--- src/rtl/lsu_mem_ctrl.sv ---
// Load/store unit: drives a word-addressed data memory with byte lanes, extends load data, stalls the core.
// Define LSU_TIMEOUT_EN to add a watchdog that aborts an ACCESS after TIMEOUT_CYCLES wait cycles.
module lsu_mem_ctrl #(
    parameter int AW             = 32,
    parameter int DW             = 32,
    parameter int TIMEOUT_CYCLES = 16
) (
    input  logic          clk,
    input  logic          rst,
    input  logic          req_valid,
    input  logic          req_we,
    input  logic [1:0]    req_size,
    input  logic          req_signed,
    input  logic [AW-1:0] req_addr,
    input  logic [DW-1:0] req_wdata,
    output logic          req_ready,
    output logic          stall,
    output logic          resp_valid,
    output logic [DW-1:0] resp_rdata,
    output logic          resp_err,
    output logic          mem_en,
    output logic          mem_we,
    output logic [3:0]    mem_be,
    output logic [AW-1:0] mem_addr,
    output logic [DW-1:0] mem_wdata,
    input  logic          mem_ready,
    input  logic [DW-1:0] mem_rdata
);

    typedef enum logic [1:0] {
        IDLE   = 2'd0,
        ACCESS = 2'd1,
        RESP   = 2'd2
    } state_t;

    state_t      r_state;
    logic        r_we;
    logic        r_signed;
    logic [1:0]  r_size;
    logic [1:0]  r_lane;

    logic          w_misaligned;
    logic [3:0]    w_be;
    logic [DW-1:0] w_wdata;
    logic [DW-1:0] w_shifted;
    logic [DW-1:0] w_load;

    // Lane logic is written for a 32-bit bus; catch a bad build early.
    if (DW != 32 || TIMEOUT_CYCLES < 1) begin : g_param_check
        $error("lsu_mem_ctrl: DW must be 32 and TIMEOUT_CYCLES >= 1");
    end

`ifdef LSU_TIMEOUT_EN
    localparam int CW = $clog2(TIMEOUT_CYCLES + 1);
    localparam logic [CW-1:0] CNT_LAST = CW'(TIMEOUT_CYCLES - 1);
    logic [CW-1:0] r_cnt;
`endif

    assign req_ready = (r_state == IDLE);
    assign stall     = ((r_state == IDLE) && req_valid) || (r_state == ACCESS);

    always_comb begin
        w_misaligned = 1'b0;
        w_be         = 4'b0000;
        w_wdata      = req_wdata;
        case (req_size)
            2'b00: begin
                w_be    = 4'b0001 << req_addr[1:0];
                w_wdata = {4{req_wdata[7:0]}};
            end
            2'b01: begin
                w_misaligned = req_addr[0];
                w_be         = 4'b0011 << req_addr[1:0];
                w_wdata      = {2{req_wdata[15:0]}};
            end
            2'b10: begin
                w_misaligned = |req_addr[1:0];
                w_be         = 4'b1111;
            end
            default: w_misaligned = 1'b1;
        endcase
    end

    // Selected lane lands in the low bits; halves are always 16-bit aligned here.
    assign w_shifted = mem_rdata >> {r_lane, 3'b000};

    always_comb begin
        case (r_size)
            2'b00:   w_load = {{24{r_signed & w_shifted[7]}}, w_shifted[7:0]};
            2'b01:   w_load = {{16{r_signed & w_shifted[15]}}, w_shifted[15:0]};
            default: w_load = w_shifted;
        endcase
    end

    always_ff @(posedge clk) begin
        if (rst) begin
            r_state    <= IDLE;
            r_we       <= 1'b0;
            r_signed   <= 1'b0;
            r_size     <= 2'b00;
            r_lane     <= 2'b00;
            resp_valid <= 1'b0;
            resp_err   <= 1'b0;
            resp_rdata <= '0;
            mem_en     <= 1'b0;
            mem_we     <= 1'b0;
            mem_be     <= 4'b0000;
            mem_addr   <= '0;
            mem_wdata  <= '0;
`ifdef LSU_TIMEOUT_EN
            r_cnt      <= '0;
`endif
        end else begin
            case (r_state)
                IDLE: begin
                    if (req_valid) begin
                        r_we     <= req_we;
                        r_signed <= req_signed;
                        r_size   <= req_size;
                        r_lane   <= req_addr[1:0];
                        if (w_misaligned) begin
                            r_state    <= RESP;
                            resp_valid <= 1'b1;
                            resp_err   <= 1'b1;
                        end else begin
                            r_state   <= ACCESS;
                            mem_en    <= 1'b1;
                            mem_we    <= req_we;
                            mem_be    <= w_be;
                            mem_addr  <= {req_addr[AW-1:2], 2'b00};
                            mem_wdata <= w_wdata;
`ifdef LSU_TIMEOUT_EN
                            r_cnt     <= '0;
`endif
                        end
                    end
                end
                ACCESS: begin
                    if (mem_ready) begin
                        r_state    <= RESP;
                        mem_en     <= 1'b0;
                        mem_we     <= 1'b0;
                        resp_valid <= 1'b1;
                        resp_rdata <= r_we ? '0 : w_load;
                    end
`ifdef LSU_TIMEOUT_EN
                    else if (r_cnt == CNT_LAST) begin
                        r_state    <= RESP;
                        mem_en     <= 1'b0;
                        mem_we     <= 1'b0;
                        resp_valid <= 1'b1;
                        resp_err   <= 1'b1;
                    end else begin
                        r_cnt <= r_cnt + CW'(1);
                    end
`endif
                end
                RESP: begin
                    r_state    <= IDLE;
                    resp_valid <= 1'b0;
                    resp_err   <= 1'b0;
                    resp_rdata <= '0;
                end
                default: r_state <= IDLE;
            endcase
        end
    end

endmodule
--- config.mk ---
export PLATFORM = sky130hd
export DESIGN_NAME = lsu_mem_ctrl
export DESIGN_NICKNAME = d
export VERILOG_FILES = /design/src/rtl/lsu_mem_ctrl.sv
export SDC_FILE = /design/constraint.sdc
export NUM_CORES = 1
export LEC_CHECK = 0
export ABC_AREA = 1
export CAP_MARGIN = 20
export CORE_MARGIN = 1
export CORE_UTILIZATION = 47
export DETAILED_ROUTE_END_ITERATION = 12
export PLACE_DENSITY = 0.94
export SLEW_MARGIN = 0
export SYNTH_ARGS = -nofsm -noshare
export SYNTH_HDL_FRONTEND = slang
export SYNTH_SLANG_ARGS = --single-unit
--- constraint.sdc ---
create_clock -name clk -period 2.9 [get_ports clk]
set_input_delay 0.58 -clock clk [delete_from_list [all_inputs] [get_ports clk]]
set_output_delay 0.58 -clock clk [all_outputs]
set_load 0.03 [all_outputs]
==> impl_metrics.yaml <==
sta:
  slew_headroom_pct: 47.51
  worst_slack_ns: 0.6109
  whs_ns: 0.4668
  max_freq_mhz: 436.9
  period_share_pct: 78.93
  worstMarginPinSlew_ns: 0.7844
  final.setup.tns_ns: 0
  slew_viol_final: 0
  finalCriticalPeriod_ns: 2.289
  rsz0062_at_grt: "no"
  hold_violations: 0
  skew_ns: 0.01325
  setup_viol: 0
floorplan:
  dieHeight_um: 106.4
  core_um2: 10460
  initial_core_util_pct: 48.92
  die_x_um: 106.4
  row_count: 37
  dieArea_um2: 11310
  ioPinCount: 210
global_route:
  antenna_found_initial: 0
  use_met3_pct: 7.848
  grt.busiest_layer: "met2"
  gr-usage-met2_pct: 49.58
  grt_overflow: 0
  grtUsageTotal_pct: 29.03
  grt_pass1_wl_um: 26190
  grt_max_degree: 64
  grt_pass1_vias: 5504
  grt_util_met1_pct: 34.57
worst_setup_path:
  path_max_fanout: 5
  crit_path_start_kind: "register"
  worstPathCellList: "nor2_2 > clkdlybuf4s50_1"
  critPathCaptureType: "output port"
  path_class: "register to output port"
  required_ns: 2.32
  critPathMaxStageDelay_ns: 0.78
  cp_slowest_cell: "clkdlybuf4s50_1"
  cp.arrival_ns: 1.71
finish:
  layout_commonest_cell: "nand2_1"
  fin_util_pct: 70.90
  finalInstanceArea_um2: 7418
  syn_to_final_growth_pct: 44.93
  instances_no_fill: 1075
  layout-drive-gt1-share_pct: 4.899
  layout_common_cells: "nand2_1, clkdlybuf4s50_1, a21oi_1"
  diodes: 0
  nNetsFinal: 1038
cts:
  cts_setup_buffers: 0
  clk_latency_ns: 0.37
  cts_resized: 0
  clkSlewWorstSetupHoldPaths_ns: 0.11
  cts_tree: "built"
  cts_hold_buf: 0
  cts-htree-levels: 3
  numCtsBuffers: 9
  cts.path.max_buffers: 2
  cts_sinks: 110
  cts-root-buf: "clkbuf_8"
logic_synthesis:
  synth_xor_area_share_pct: 0
  ys_seq_area_share_pct: 43.02
  syn_inst: 761
  synth.distinct_cells: 25
  yosys-mux-area-fraction_pct: 0
  synth-simple-area-share_pct: 32.63
  synth_compound_area_share_pct: 16.28
  netlist_area_um2: 5119
  synth_adder_area_share_pct: 0
  ys_ff_latch: 110
  synth_top_family_by_area: "simple AND/OR/NAND/NOR gates"
  ys_warn_count: 0
  syn_avg_cell_area_um2: 6.726
route:
  drt_iter0_drc: 457
  wl_um: 16670
  drcViolationCount: 0
  wire_per_inst_um: 15.51
  drtPass1Iterations: 6
  viasPerCell: 5.444
  vias: 5852
  drt.antenna.violating_nets: 0
place:
  hpwlAfterDp_um: 11740
  dpl_cell_area_um2: 7189
  pre_cts_ws_ns: 0.3376
  dp_cells: 1059
  globalplace.congestion: 0.8685
  io_buffers: 207
power:
  power_mw: 3.586
  leakage_nw: 2.956
  powerDensity_nw_per_um2: 483.4
  irDropWorstVdd_mv: 0.3669
outcome:
  status: "complete, no violations"
job:
  drv_cap: 0
min_path:
  min_path_type: "register to register"
## power breakdown
| part | leakage [nW] | switching, mW | internal (mW) |
|---|---|---|---|
| registers | 0.894 | 0.0486 | 1.58 |
| logic | 1.95 | 0.561 | 0.374 |
| clock network | 0.113 | 0.588 | 0.431 |
| total | 2.96 | 1.20 | 2.39 |
## critical path: cells and delay by family, from the launching register on
kind	cells	cell delay, ns
buffers and inverters	1	0.78
DFF	1	0.36
and+or+nand+nor	1	0.21
## cells in the mapped netlist (all sizes together)
| library cell | n | area, µm² |
|---|---|---|
| buf | 29 | 165.2 |
| nor2 | 31 | 145.1 |
| a21oi | 116 | 580.6 |
| nand3 | 95 | 493.0 |
| inv | 37 | 138.9 |
| or2 | 1 | 6.260 |
| conb | 1 | 3.750 |
| o211ai | 13 | 97.59 |
| nand2 | 268 | 1021 |
| o21ai | 31 | 155.1 |
| clkbuf | 28 | 105.1 |
| nor3 | 1 | 5.000 |
| dfxtp | 110 | 2202 |
## sequential cells by signal (all words and copies together) (netlist names), 2 cells and up
| register | flops |
|---|---|
| mem_wdata | 32 |
| resp_rdata | 32 |
| mem_addr | 30 |
| r_state | 2 |
| mem_be | 4 |
| r_lane | 2 |
| r_size | 2 |
## kinds of logic (layout without fill, tap and decap cells)
family / after synthesis / count (layout)
AO/OA/AOI/OAI: 160 / 160
other: 1 / 2
AND/OR/NAND/NOR: 396 / 396
flip-flops: 110 / 110
buffers and inverters: 94 / 271
## routing by layer
metal / share of wire [%] / wire length, µm / vias to the layer above
met3: 10 / 1750 / 38
met1: 39 / 6434 / 2666
met5: 0 / 0 / -
li1: - / - / 2820
met2: 48 / 8051 / 328
met4: 2.6 / 433 / 0
## final timing paths
kind / from / endpoint / slack, ns / cells past startpoint
max: r_state[0]$_SDFFE_PP0P_ / req_ready / 0.61 / 2
min: mem_wdata[2]$_SDFFE_PP0P_ / mem_wdata[2]$_SDFFE_PP0P_ / 0.47 / 2
max reg2reg: r_lane[0]$_SDFFE_PP0P_ / resp_rdata[22]$_SDFFE_PP0P_ / 0.89 / 8
min reg2reg: mem_wdata[2]$_SDFFE_PP0P_ / mem_wdata[2]$_SDFFE_PP0P_ / 0.47 / 2
## layout make-up
type	instances	area, µm²
Clock buffer	9	123.9
Clock inverter	7	105.1
Fill cell	865	3044
Inverter	37	138.9
Multi-Input combinational cell	558	2511
Sequential cell	110	2202
Tap cell	136	170.2
Timing Repair Buffer	218	2167
(Power assumes the default switching activity.)
